$ cat config.mk
export PLATFORM = sky130hd
export DESIGN_NAME = keccak_rejection_sampler
export DESIGN_NICKNAME = d
export VERILOG_FILES = /design/src/rtl/keccak_rejection_sampler.sv
export SDC_FILE = /design/constraint.sdc
export NUM_CORES = 1
export LEC_CHECK = 0
export CAP_MARGIN = 20
export CORE_MARGIN = 5
export CORE_UTILIZATION = 63
export CTS_BUF_LIST = sky130_fd_sc_hd__clkbuf_2
export CTS_CLUSTER_DIAMETER = 60
export DETAILED_ROUTE_END_ITERATION = 8
export GPL_ROUTABILITY_DRIVEN = 0
export PLACE_DENSITY = 0.81
export RECOVER_POWER = 100
export SYNTH_ARGS = -nofsm -noshare
export SYNTH_HDL_FRONTEND = slang
export SYNTH_SLANG_ARGS = --single-unit
$ cat constraint.sdc
create_clock -name clk -period 6.7 [get_ports clk]
set_input_delay 2.01 -clock clk [delete_from_list [all_inputs] [get_ports clk]]
set_output_delay 2.01 -clock clk [all_outputs]
set_load 0.05 [all_outputs]
$ cat src/rtl/keccak_rejection_sampler.sv
// ============================================================================
// Module   : keccak_rejection_sampler
// Brief    : Turns the 64-bit Keccak squeeze word stream into uniform field
//            elements mod MODULUS. Each word is masked to MOD_BITS. Candidates
//            that are out of range are rejected. Accepted coefficients go into
//            a FIFO, and the squeeze stage is paced so that FIFO never
//            overflows.
// Options  : NONZERO_REJECT_EN - also reject the zero candidate.
// Revision : 1.0 - initial release
// ============================================================================
`timescale 1ns/1ps
`default_nettype none

module keccak_rejection_sampler #(
  parameter int MOD_BITS        = 17,
  parameter int MODULUS         = 65537,
  parameter int FIFO_DEPTH      = 32,   // must be >= WORDS_PER_BLOCK
  parameter int WORDS_PER_BLOCK = 21
) (
  input  logic                clk,
  input  logic                rst_n,
  input  logic                start,
  input  logic [15:0]         target_count,
  input  logic [63:0]         din,
  input  logic                din_valid,
  output logic                squeeze_resume,
  output logic [MOD_BITS-1:0] coeff,
  output logic                coeff_valid,
  input  logic                coeff_ready,
  output logic                busy,
  output logic                done
);

  localparam int PTR_W  = (FIFO_DEPTH > 1) ? $clog2(FIFO_DEPTH) : 1;
  localparam int OCC_W  = $clog2(FIFO_DEPTH + 1);
  localparam int WCNT_W = $clog2(WORDS_PER_BLOCK + 1);

  localparam logic [OCC_W-1:0]    C_DEPTH   = OCC_W'(FIFO_DEPTH);
  localparam logic [OCC_W-1:0]    C_BLOCK   = OCC_W'(WORDS_PER_BLOCK);
  localparam logic [WCNT_W-1:0]   C_WPB     = WCNT_W'(WORDS_PER_BLOCK);
  localparam logic [PTR_W-1:0]    C_LAST    = PTR_W'(FIFO_DEPTH - 1);
  localparam logic [MOD_BITS:0]   C_MODULUS = (MOD_BITS + 1)'(MODULUS);

  typedef enum logic [1:0] {
    ST_IDLE    = 2'd0,
    ST_REQUEST = 2'd1,
    ST_RECEIVE = 2'd2,
    ST_DONE    = 2'd3
  } state_t;

  state_t              r_state;
  logic [15:0]         r_target;
  logic [15:0]         r_acc_cnt;
  logic [15:0]         r_pop_cnt;
  logic [WCNT_W-1:0]   r_word_cnt;
  logic [OCC_W-1:0]    r_occ;
  logic [PTR_W-1:0]    r_wptr;
  logic [PTR_W-1:0]    r_rptr;
  logic [MOD_BITS-1:0] r_mem [FIFO_DEPTH];
  logic                r_resume;
  logic                r_busy;
  logic                r_done;

  logic [MOD_BITS-1:0] w_cand;
  logic                w_cand_ok;
  logic                w_active;
  logic                w_word_take;
  logic                w_push;
  logic                w_pop;
  logic [WCNT_W-1:0]   w_word_inc;
  logic [15:0]         w_acc_nxt;
  logic [15:0]         w_pop_nxt;
  logic [OCC_W-1:0]    w_occ_nxt;
  logic [15:0]         w_target_nxt;
  logic                w_want;
  logic                w_unused;

  // Only the low MOD_BITS of each squeeze word are ever used.
  assign w_unused = &{1'b0, din[63:MOD_BITS]};

  function automatic logic [PTR_W-1:0] ptr_inc(input logic [PTR_W-1:0] p);
    return (p == C_LAST) ? '0 : p + PTR_W'(1);
  endfunction

  // Candidate screening, FIFO push/pop decisions and next counter values.
  always_comb begin
    w_cand    = din[MOD_BITS-1:0];
    w_cand_ok = ({1'b0, w_cand} < C_MODULUS);
`ifdef NONZERO_REJECT_EN
    w_cand_ok = w_cand_ok && (w_cand != '0);
`endif
    w_active    = (r_state == ST_REQUEST) || (r_state == ST_RECEIVE);
    // A saturated word counter means the final block is over; the tail of
    // that block is dropped.
    w_word_take = !start && din_valid && w_active && (r_word_cnt != C_WPB);
    w_push      = w_word_take && w_cand_ok && (r_acc_cnt < r_target);
    w_pop       = !start && coeff_valid && coeff_ready;
    w_word_inc  = r_word_cnt + WCNT_W'(1);
    if (start) begin
      w_acc_nxt = '0;
      w_pop_nxt = '0;
      w_occ_nxt = '0;
    end else begin
      w_acc_nxt = r_acc_cnt + {15'd0, w_push};
      w_pop_nxt = r_pop_cnt + {15'd0, w_pop};
      w_occ_nxt = r_occ + OCC_W'(w_push) - OCC_W'(w_pop);
    end
    w_target_nxt = start ? target_count : r_target;
    // Ask for another block only if it can land in the FIFO completely.
    w_want = ((C_DEPTH - w_occ_nxt) >= C_BLOCK) && (w_acc_nxt < w_target_nxt);
  end

  // FIFO pointers, occupancy and the accept/pop counters.
  always_ff @(posedge clk or negedge rst_n) begin
    if (!rst_n) begin
      r_occ     <= '0;
      r_wptr    <= '0;
      r_rptr    <= '0;
      r_acc_cnt <= '0;
      r_pop_cnt <= '0;
    end else if (start) begin
      r_occ     <= '0;
      r_wptr    <= '0;
      r_rptr    <= '0;
      r_acc_cnt <= '0;
      r_pop_cnt <= '0;
    end else begin
      r_occ     <= w_occ_nxt;
      r_acc_cnt <= w_acc_nxt;
      r_pop_cnt <= w_pop_nxt;
      if (w_push) r_wptr <= ptr_inc(r_wptr);
      if (w_pop)  r_rptr <= ptr_inc(r_rptr);
    end
  end

  // Coefficient storage; validity is tracked by occupancy, so no reset.
  always_ff @(posedge clk) begin
    if (w_push) r_mem[r_wptr] <= w_cand;
  end

  // Control FSM with registered resume/busy/done outputs.
  always_ff @(posedge clk or negedge rst_n) begin
    if (!rst_n) begin
      r_state    <= ST_IDLE;
      r_target   <= '0;
      r_word_cnt <= '0;
      r_resume   <= 1'b0;
      r_busy     <= 1'b0;
      r_done     <= 1'b0;
    end else if (start) begin
      r_target   <= target_count;
      r_word_cnt <= '0;
      if (target_count == 16'd0) begin
        r_state  <= ST_DONE;
        r_resume <= 1'b0;
        r_busy   <= 1'b0;
        r_done   <= 1'b1;
      end else begin
        r_state  <= ST_REQUEST;
        r_resume <= w_want;
        r_busy   <= 1'b1;
        r_done   <= 1'b0;
      end
    end else begin
      case (r_state)
        ST_REQUEST, ST_RECEIVE: begin
          if (w_pop_nxt == r_target) begin
            r_state  <= ST_DONE;
            r_resume <= 1'b0;
            r_busy   <= 1'b0;
            r_done   <= 1'b1;
          end else if (w_word_take) begin
            if ((w_word_inc == C_WPB) && (w_acc_nxt < r_target)) begin
              r_state    <= ST_REQUEST;
              r_word_cnt <= '0;
              r_resume   <= w_want;
            end else begin
              // Also the terminal case: counter saturates at the block size.
              r_state    <= ST_RECEIVE;
              r_word_cnt <= w_word_inc;
              r_resume   <= 1'b0;
            end
          end else begin
            // Held level while waiting so a permuting squeeze cannot miss it.
            r_resume <= (r_state == ST_REQUEST) && w_want;
          end
        end
        default: begin
          r_resume <= 1'b0;
        end
      endcase
    end
  end

  assign squeeze_resume = r_resume;
  assign busy           = r_busy;
  assign done           = r_done;
  assign coeff_valid    = (r_occ != '0);
  assign coeff          = coeff_valid ? r_mem[r_rptr] : '0;

endmodule

`default_nettype wire

==> results of run 1 <==
worst max-delay path by stage:
| stage | end | slack (ns) | cells past startpoint |
|---|---|---|---|
| after floorplan | squeeze_resume$_DFF_PN0_ | 0.49 | 24 |
| after global placement | squeeze_resume$_DFF_PN0_ | -0.83 | 26 |
| after detailed placement | squeeze_resume$_DFF_PN0_ | -0.77 | 26 |
| after CTS | coeff[14] | 0.008 | 6 |
| after global routing | coeff[9] | 0.04 | 5 |
| final | coeff[10] | 0.16 | 6 |
worst reg2reg max path, cell delays in order, from the launching register on:
cell and delay (ns):
dfrtp_1 0.40, inv_1 0.10, ha_1 0.30, a21o_1 0.16
a21o_1 0.17, a21o_1 0.17, a21o_1 0.17, a2111oi_0 0.59
o21ai_1 0.18, inv_1 0.17, ha_1 0.20, ha_1 0.17
nand2_1 0.06, nor2_1 0.17, nand2_1 0.07, or2_2 0.35
xor2_1 0.15, nor2_1 0.07, ha_1 0.33, a21oi_1 0.13
nor2b_1 0.06, o41ai_1 0.41, buf_4 0.18, nand3_1 0.07
o21ai_0 0.16, nand3b_1 0.09, a2111oi_0 0.43
registers in the layout (all words and copies together) (netlist names), 2 cells and up:
name,count
r_wptr,5
r_pop_cnt,16
r_acc_cnt,16
r_word_cnt,5
r_occ,6
r_rptr,5
r_target,16
r_mem,544
r_state,2
layout make-up:
cell class              count  area, sq um  area share, %
diodes                      1         2.50        0.00859
clock buffers             214         1070           3.68
clock inverters            51          330           1.13
inverters                  54          203          0.696
multi-input cells         663         7360           25.3
flip-flops and latches    618        18200           62.5
well taps                 532          666           2.29
repair buffers            176         1300           4.47
logic make-up (layout without fill, tap and decap cells):
kind of cell | count (synthesis) | after routing | share of synthesized area [%]
buf+inv | 115 | 495 | 1.75
simple gates | 252 | 252 | 5.19
other cells | 0 | 1 | 0
flops | 618 | 618 | 69.9
compound gates | 109 | 109 | 2.86
xor+xnor | 39 | 39 | 1.31
mux | 194 | 194 | 15.6
fa+ha+maj | 69 | 69 | 3.35
power by group:
part           internal [uW]  switching (uW)
registers               4230            56.7
logic                    736             888
clock network           1050            1440
placed cells by master, fill, tap and decap left out, types with 39 or more instances in the layout:
cell | synthesis | routed
and3_1 | 41 | 41
clkbuf_1 | 35 | 68
clkbuf_2 | 1 | 214
clkinv_1 | 0 | 39
dfrtp_1 | 74 | 70
edfxtp_1 | 544 | 544
ha_1 | 68 | 68
inv_1 | 54 | 54
mux4_2 | 170 | 170
nor2_1 | 68 | 69
layer usage:
| metal | share of wire, % | vias to the layer above | GRT usage (%) |
|---|---|---|---|
| met2 | 51 | 745 | 44.4 |
| met4 | 3.3 | 0 | 11.1 |
| met5 | 0 | - | 0 |
| li1 | - | 6246 | - |
| met3 | 8.5 | 111 | 5.52 |
| met1 | 37 | 7242 | 35.0 |
per-stage QoR:
step	TNS, ns	instances	setup WS (ns)	total power, uW
6_report	0	2309	0.165	8400
4_1_cts	0	2298	0.00785	8470
3_3_place_gp	-3.63	2031	-0.832	5940
3_5_place_dp	-3.83	2031	-0.774	5980
5_1_grt	0	2309	0.0362	8800
2_1_floorplan	0	1396	0.486	5460
synth_stat cells, drive strengths merged, types with 22 or more instances:
cell,n
o21ai,22
dfrtp,74
mux2i,22
ha,68
edfxtp,544
inv,54
buf,23
clkbuf,38
a21oi,29
nand2,37
mux4,170
xnor2,23
nor2,70
and3,42
==> summary.md, run 1 <==
| Metric | Value |
|---|---|
| Clock Skews | `0.0631 ns` |
| First-pass GRT wire length | `88400 microns` |
| WHS Path Cells | `1` |
| Later-pin clock latency in the skew report | `1.11 ns` |
| Drt first-iter violations | `1470` |
| Share of cells above drive strength 1 | `26.2%` |
| Number of routed nets with antenna violations | `0` |
| Die Y | `213 microns` |
| Synth-to-layout area growth | `11.9%` |
| Fill cells | `2585` |
| R2R cell count | `26` |
| Fmax | `0.153 GHz` |
| Synthesized area | `0.0260 sq mm` |
| Top FF cell, synth | `edfxtp_1` |
| Crit path DAT | `4.53 ns` |
| Setup slack, reg-to-reg | `1.07 ns` |
| Leakage power | `0.0102 uW` |
| Crit path launch | `r_rptr[1]$_DFFE_PN0P_` |
| EDFF count, synth | `544` |
| WL/cell | `25.3 microns` |
| Htree depth | `4` |
| Synthesized area per cell | `18.6 sq um` |
| Largest net degree at the start of global routing | `91` |
| Final Hold Fails | `0` |
| Placed Area | `0.0279 sq mm` |
| WP buf/inv | `2` |
| Seq/Total Area, Yosys | `69.9%` |
| Period utilization | `97.5%` |
| Hold WC Path Type | `reg -> reg` |
| Postcts setup bufs | `2` |
| Final Core Density | `71.3%` |
| Crit-path cells | `buf_12, mux4_2, mux4_2, mux2i_1, nor2_1, dlygate4sd3_1` |
| Hold wc startpoint | `done$_DFFE_PN0P_` |
| Seq cells post-synth | `618` |
| CP Max Fanout | `44` |
| Cell mode on critical path | `mux4_2` |
| CTS tree | `done` |
| Vias | `14300` |
| Residual DRC | `0` |
| Final hold slack | `0.506 ns` |
| Crit path capture type | `output pin` |
| CP max-delay cell | `dfrtp_4` |
| Area of the core | `0.0408 sq mm` |
| Vias in the first global route | `15000` |
| Reg-to-reg startpoint | `r_target[1]$_DFF_PN0_` |
| I/O pin count | `106` |
| Syn Inst Count | `1396` |
| Post-cts resize count | `0` |
| Final min period | `6.54 ns` |
| Final setup violation count | `0` |
| Slowest Stage Delay on Critical Path | `0.85 ns` |
| Power density over cell area | `288 mW/mm^2` |
| Clk slew on worst S/H paths | `0.10 ns` |
| Final max-slew violation count | `201` |
| Post-synth top area share | `62.8%` |
| Synth top area cells | `edfxtp_1 (63%), mux4_2 (15%), dfrtp_1 (7.1%)` |
| Row cnt | `74` |
| Synth area leader | `edfxtp_1` |
| First-pass DRT Iterations | `5` |
| Failing checks | `max-capacitance violations, max-slew violations` |
| IO Port Bufs | `58` |
| CTS sink cnt | `618` |
| Synth Warn # | `0` |
| Final instance area | `0.0291 sq mm` |
| Gr usage total | `26.7%` |
| Distinct cells, synth | `70` |
| Worst setup path class | `reg -> out` |
| Worst Path Required | `4.69 ns` |
| Worst Hold Path EP | `done$_DFFE_PN0P_` |
| Initial Util | `63.7%` |
| Delay-heaviest family, CP | `multiplexers` |
| Max clock buf depth | `3` |
| Async SR Flop Fraction | `12.0%` |
| Synthesized net count | `1550` |
| Final Net Count | `1814` |
| Reg2reg end | `squeeze_resume$_DFF_PN0_` |
| Initial antenna violation count | `1` |
| Worst setup SP type | `flip-flop` |
| Unrepaired setup endpoints after global routing | `no` |
| DR vias/cell | `6.21` |
| CTS Hold Bufs | `0` |
| Die Footprint | `0.0455 sq mm` |
| Slew headroom | `-170%` |
| Status | `complete, but fails checks` |
| Max cap viols | `10` |
| Root Driver | `clkbuf_2` |
| Overflow after GRT | `0` |
| Worst slew pin tran | `4.06 ns` |
| Die width | `213 microns` |
| Clock buffer count from CTS | `147` |
| VDD IR max | `0.000233 V` |
| HPWL after DPL | `35100 microns` |
| DRT Wirelength | `58400 microns` |
Note: power is estimated with default switching activity, not from simulation.
==> run 2: changes to the inputs <==
--- a/config.mk
+++ b/config.mk
@@ -14,6 +14,7 @@
 export GPL_ROUTABILITY_DRIVEN = 0
 export PLACE_DENSITY = 0.81
 export RECOVER_POWER = 100
+export SKIP_CTS_REPAIR_TIMING = 1
 export SYNTH_ARGS = -nofsm -noshare
 export SYNTH_HDL_FRONTEND = slang
 export SYNTH_SLANG_ARGS = --single-unit
==> summary.md, run 2 (synthesis results as in run 1) <==
| Metric | Value |
|---|---|
| Top reg by flops | `r_mem` |
| Slew headroom | `-173%` |
| Worst setup path class | `reg -> out` |
| Power density over cell area | `288 mW/mm^2` |
| Number of routed nets with antenna violations | `0` |
| Fmax | `0.155 GHz` |
| Die Footprint | `0.0455 sq mm` |
| Crit path capture type | `output pin` |
| Crit path DAT | `4.45 ns` |
| HPWL after DPL | `35100 microns` |
| Setup TNS | `0 ns` |
| VDD IR max | `0.000229 V` |
| Worst Setup Slack post-DPL | `-0.774 ns` |
| Status | `complete, but fails checks` |
| IO Port Bufs | `58` |
| CTS sink cnt | `618` |
| DR vias/cell | `6.20` |
| PnR worst setup slack | `0.238 ns` |
| Area of the core | `0.0408 sq mm` |
| CTS tree | `done` |
| Final max-slew violation count | `200` |
| First-pass DRT Iterations | `5` |
| Residual DRC | `0` |
| Clock buffer count from CTS | `147` |
| Root Driver | `clkbuf_2` |
| Worst Path Required | `4.69 ns` |
| Hold WC Path Type | `reg -> reg` |
| Max cap viols | `9` |
| Max clock buf depth | `3` |
| Max FFs per register | `544` |
| I/O pin count | `106` |
| Initial antenna violation count | `1` |
| First-pass GRT wire length | `87500 microns` |
| Dpl cells | `2031` |
| WL/cell | `25.3 microns` |
| Final setup violation count | `0` |
| Largest net degree at the start of global routing | `91` |
| Most frequent cells in the layout | `edfxtp_1 (544), clkbuf_2 (214), mux4_2 (170)` |
| Setup slack, reg-to-reg | `1.04 ns` |
| Share of cells above drive strength 1 | `26.2%` |
| Final Non-Filler Cells | `2309` |
| Period utilization | `96.5%` |
| Final Net Count | `1814` |
| Later-pin clock latency in the skew report | `1.10 ns` |
| Final hold slack | `0.506 ns` |
| Vias in the first global route | `14900` |
| Most common cell after layout, fill and taps aside | `edfxtp_1` |
| Worst slew pin tran | `4.10 ns` |
| Fill cells | `2582` |
| Htree depth | `4` |
| Synth-to-layout area growth | `11.9%` |
| Clk slew on worst S/H paths | `0.11 ns` |
| Die width | `213 microns` |
| Leakage power | `0.0102 uW` |
| CP Max Fanout | `25` |
| Overflow after GRT | `0` |
| Gr usage total | `26.4%` |
| Drt first-iter violations | `1345` |
| Final instance area | `0.0291 sq mm` |
| Die Y | `213 microns` |
| Final Hold Fails | `0` |
| Worst setup SP type | `flip-flop` |
| Failing checks | `max-capacitance violations, max-slew violations` |
| Initial Util | `63.7%` |
| Clock Skews | `0.0525 ns` |
| Placed Area | `0.0279 sq mm` |
| DRT Wirelength | `58300 microns` |
| Unrepaired setup endpoints after global routing | `no` |
| Final min period | `6.46 ns` |
| Row cnt | `74` |
| Vias | `14300` |
[run 2: layer usage]
metal	track usage, %	share of wire, %	vias up
met1	34.2	37	7180
met3	6.42	8.9	129
li1	-	-	6252
met2	43.9	51	754
met4	10.8	3.8	0
met5	0	0	-
[run 2: area by class of cell]
cell class / instances / area, sq um / area share, %
diodes: 1 / 2.50 / 0.00859
clock buffers: 214 / 1070 / 3.68
clock inverters: 51 / 330 / 1.13
inverters: 54 / 203 / 0.696
multi-input cells: 663 / 7360 / 25.3
flip-flops and latches: 618 / 18200 / 62.5
well taps: 532 / 666 / 2.29
repair buffers: 176 / 1290 / 4.43
[run 2: power breakdown]
group	internal, uW	switching [uW]
clock network	1050	1440
logic	733	899
registers	4230	45.5
total	6010	2380
[run 2: worst max-delay path: stages, from the launching register on]
cell and delay, ns:
dfrtp_2 1.06, buf_4 0.38, mux4_2 0.54, mux2i_1 0.46, nor2_1 0.08, dlygate4sd3_1 0.81
[run 2: through the flow]
stage	total power, uW	utilization, %
final	8390	71.3
after global routing	8800	71.3
after CTS	8450	71.8
after detailed placement	5980	68.4
after global placement	5940	68.4
after floorplan	5460	-
[run 2: final timing paths]
| kind | startpoint | endpoint | depth (start not counted) |
|---|---|---|---|
| max reg2reg | r_target[1]$_DFF_PN0_ | squeeze_resume$_DFF_PN0_ | 26 |
| min | done$_DFFE_PN0P_ | done$_DFFE_PN0P_ | 1 |
| min reg2reg | done$_DFFE_PN0P_ | done$_DFFE_PN0P_ | 1 |
| min in group asynchronous | rst_n | r_occ[4]$_DFF_PN0_ | 1 |
| max in group asynchronous | rst_n | r_rptr[0]$_DFFE_PN0P_ | 1 |
| max | r_rptr[2]$_DFFE_PN0P_ | coeff[13] | 5 |
==> run 3: changes to the inputs <==
--- a/config.mk
+++ b/config.mk
@@ -5,14 +5,14 @@
 export SDC_FILE = /design/constraint.sdc
 export NUM_CORES = 1
 export LEC_CHECK = 0
-export CAP_MARGIN = 20
+export CAP_MARGIN = 25
 export CORE_MARGIN = 5
 export CORE_UTILIZATION = 63
 export CTS_BUF_LIST = sky130_fd_sc_hd__clkbuf_2
 export CTS_CLUSTER_DIAMETER = 60
 export DETAILED_ROUTE_END_ITERATION = 8
 export GPL_ROUTABILITY_DRIVEN = 0
-export PLACE_DENSITY = 0.81
+export PLACE_DENSITY = 0.89
 export RECOVER_POWER = 100
 export SKIP_CTS_REPAIR_TIMING = 1
 export SYNTH_ARGS = -nofsm -noshare
==> summary.md, run 3 (synthesis results as in run 1) <==
| Metric | Value |
|---|---|
| Status | `complete, but fails checks` |
| Failing checks | `max-capacitance violations, max-slew violations` |
| Crit path DAT | `4.47 ns` |
| Final min period | `6.48 ns` |
| Delay-heaviest family, CP | `multiplexers` |
| Leakage power | `0.0102 uW` |
| Clk slew on worst S/H paths | `0.10 ns` |
| IO Port Bufs | `58` |
| Slowest Stage Delay on Critical Path | `0.75 ns` |
| First-pass DRT Iterations | `6` |
| Final setup violation count | `0` |
| Final Net Count | `1803` |
| Root Driver | `clkbuf_2` |
| Power density over cell area | `291 mW/mm^2` |
| DR vias/cell | `6.46` |
| CTS tree | `done` |
| Max FFs per register | `544` |
| Htree depth | `4` |
| Fmax | `0.154 GHz` |
| Most common cell after layout, fill and taps aside | `edfxtp_1` |
| Clock buffer count from CTS | `149` |
| DRT Wirelength | `63800 microns` |
| CTS sink cnt | `618` |
| Share of cells above drive strength 1 | `26.6%` |
| Worst Setup Slack post-DPL | `-0.862 ns` |
| Top reg by flops | `r_mem` |
| Die Y | `213 microns` |
| Final Hold Fails | `0` |
| Worst Path Required | `4.69 ns` |
| WP buf/inv | `3` |
| Fill cells | `2465` |
| Vias in the first global route | `15900` |
| Overflow after GRT | `0` |
| CP Max Fanout | `44` |
| I/O pin count | `106` |
| Gr usage total | `28.8%` |
| First-pass GRT wire length | `95300 microns` |
| Crit path capture type | `output pin` |
| Hold WC Path Type | `reg -> reg` |
| Final max-slew violation count | `303` |
| VDD IR max | `0.000177 V` |
| WL/cell | `27.9 microns` |
| Die Footprint | `0.0455 sq mm` |
| Initial antenna violation count | `1` |
| Crit-path cells | `buf_16, buf_4, mux4_2, mux4_2, mux2i_1, nor2_1, clkdlybuf4s50_1` |
| HPWL after DPL | `37500 microns` |
| Cell mode on critical path | `mux4_2` |
| Row cnt | `74` |
| Max cap viols | `13` |
| Drt first-iter violations | `1878` |
| Final hold slack | `0.519 ns` |
| Largest net degree at the start of global routing | `93` |
| Worst slew pin tran | `3.86 ns` |
| Slew headroom | `-158%` |
| Vias | `14800` |
| Worst setup SP type | `flip-flop` |
| CP max-delay cell | `clkdlybuf4s50_1` |
| Max clock buf depth | `3` |
| Clock Skews | `0.111 ns` |
| Unrepaired setup endpoints after global routing | `no` |
| Period utilization | `96.8%` |
| Die width | `213 microns` |
| Most frequent cells in the layout | `edfxtp_1 (544), clkbuf_2 (221), mux4_2 (170)` |
| Synth-to-layout area growth | `11.7%` |
| Later-pin clock latency in the skew report | `1.17 ns` |
| Initial Util | `63.7%` |
| PnR worst setup slack | `0.216 ns` |
| Worst setup path class | `reg -> out` |
| Area of the core | `0.0408 sq mm` |
| Residual DRC | `0` |
| Number of routed nets with antenna violations | `0` |
==> run 3: stage by stage <==
step / util, % / setup TNS (ns) / cells / total power, uW / cell area [sq um]
after floorplan: - / 0 / 1396 / 5460 / 26000
after global placement: 68.1 / -3.85 / 2025 / 5920 / 27800
after detailed placement: 68.2 / -4.50 / 2026 / 5980 / 27800
after CTS: 71.6 / -3.01 / 2283 / 8530 / 29200
after global routing: 71.2 / 0 / 2288 / 8850 / 29100
final: 71.2 / 0 / 2288 / 8460 / 29100
==> run 3: path summary, 6_finish.rpt <==
check	end	slack, ns	startpoint	cells past startpoint
worst min-delay path	r_state[1]$_DFFE_PN0P_	0.52	r_state[1]$_DFFE_PN0P_	1
worst max register to register	squeeze_resume$_DFF_PN0_	1.28	r_target[1]$_DFF_PN0_	26
worst max-delay path	coeff[9]	0.22	r_rptr[0]$_DFFE_PN0P_	7
min in group asynchronous	done$_DFFE_PN0P_	0.69	rst_n	1
worst min register to register	r_state[1]$_DFFE_PN0P_	0.52	r_state[1]$_DFFE_PN0P_	1
max in group asynchronous	r_rptr[0]$_DFFE_PN0P_	1.53	rst_n	2
==> run 3: power breakdown <==
part / leakage (uW) / switching (uW) / internal, uW
clock: 0.00105 / 1490 / 1070
combinational: 0.00326 / 914 / 713
sequential: 0.00587 / 46.2 / 4230
==> run 3: layout make-up <==
type                    instances  area, sq um  share of cell area (%)
clock buffers                 221         1110                    3.81
diodes                          1         2.50                 0.00861
clock inverters                36          290                   0.999
inverters                      54          203                   0.697
multi-input cells             663         7360                    25.3
well taps                     532          666                    2.29
repair buffers                163         1240                    4.26
flip-flops and latches        618        18200                    62.6
==> run 3: layer usage <==
metal	track usage (%)	up-vias	share of wire, %
li1	-	6198	-
met1	34.9	7436	34
met2	49.4	990	52
met3	6.49	166	9.4
met4	14.1	0	4.7
met5	0	-	0
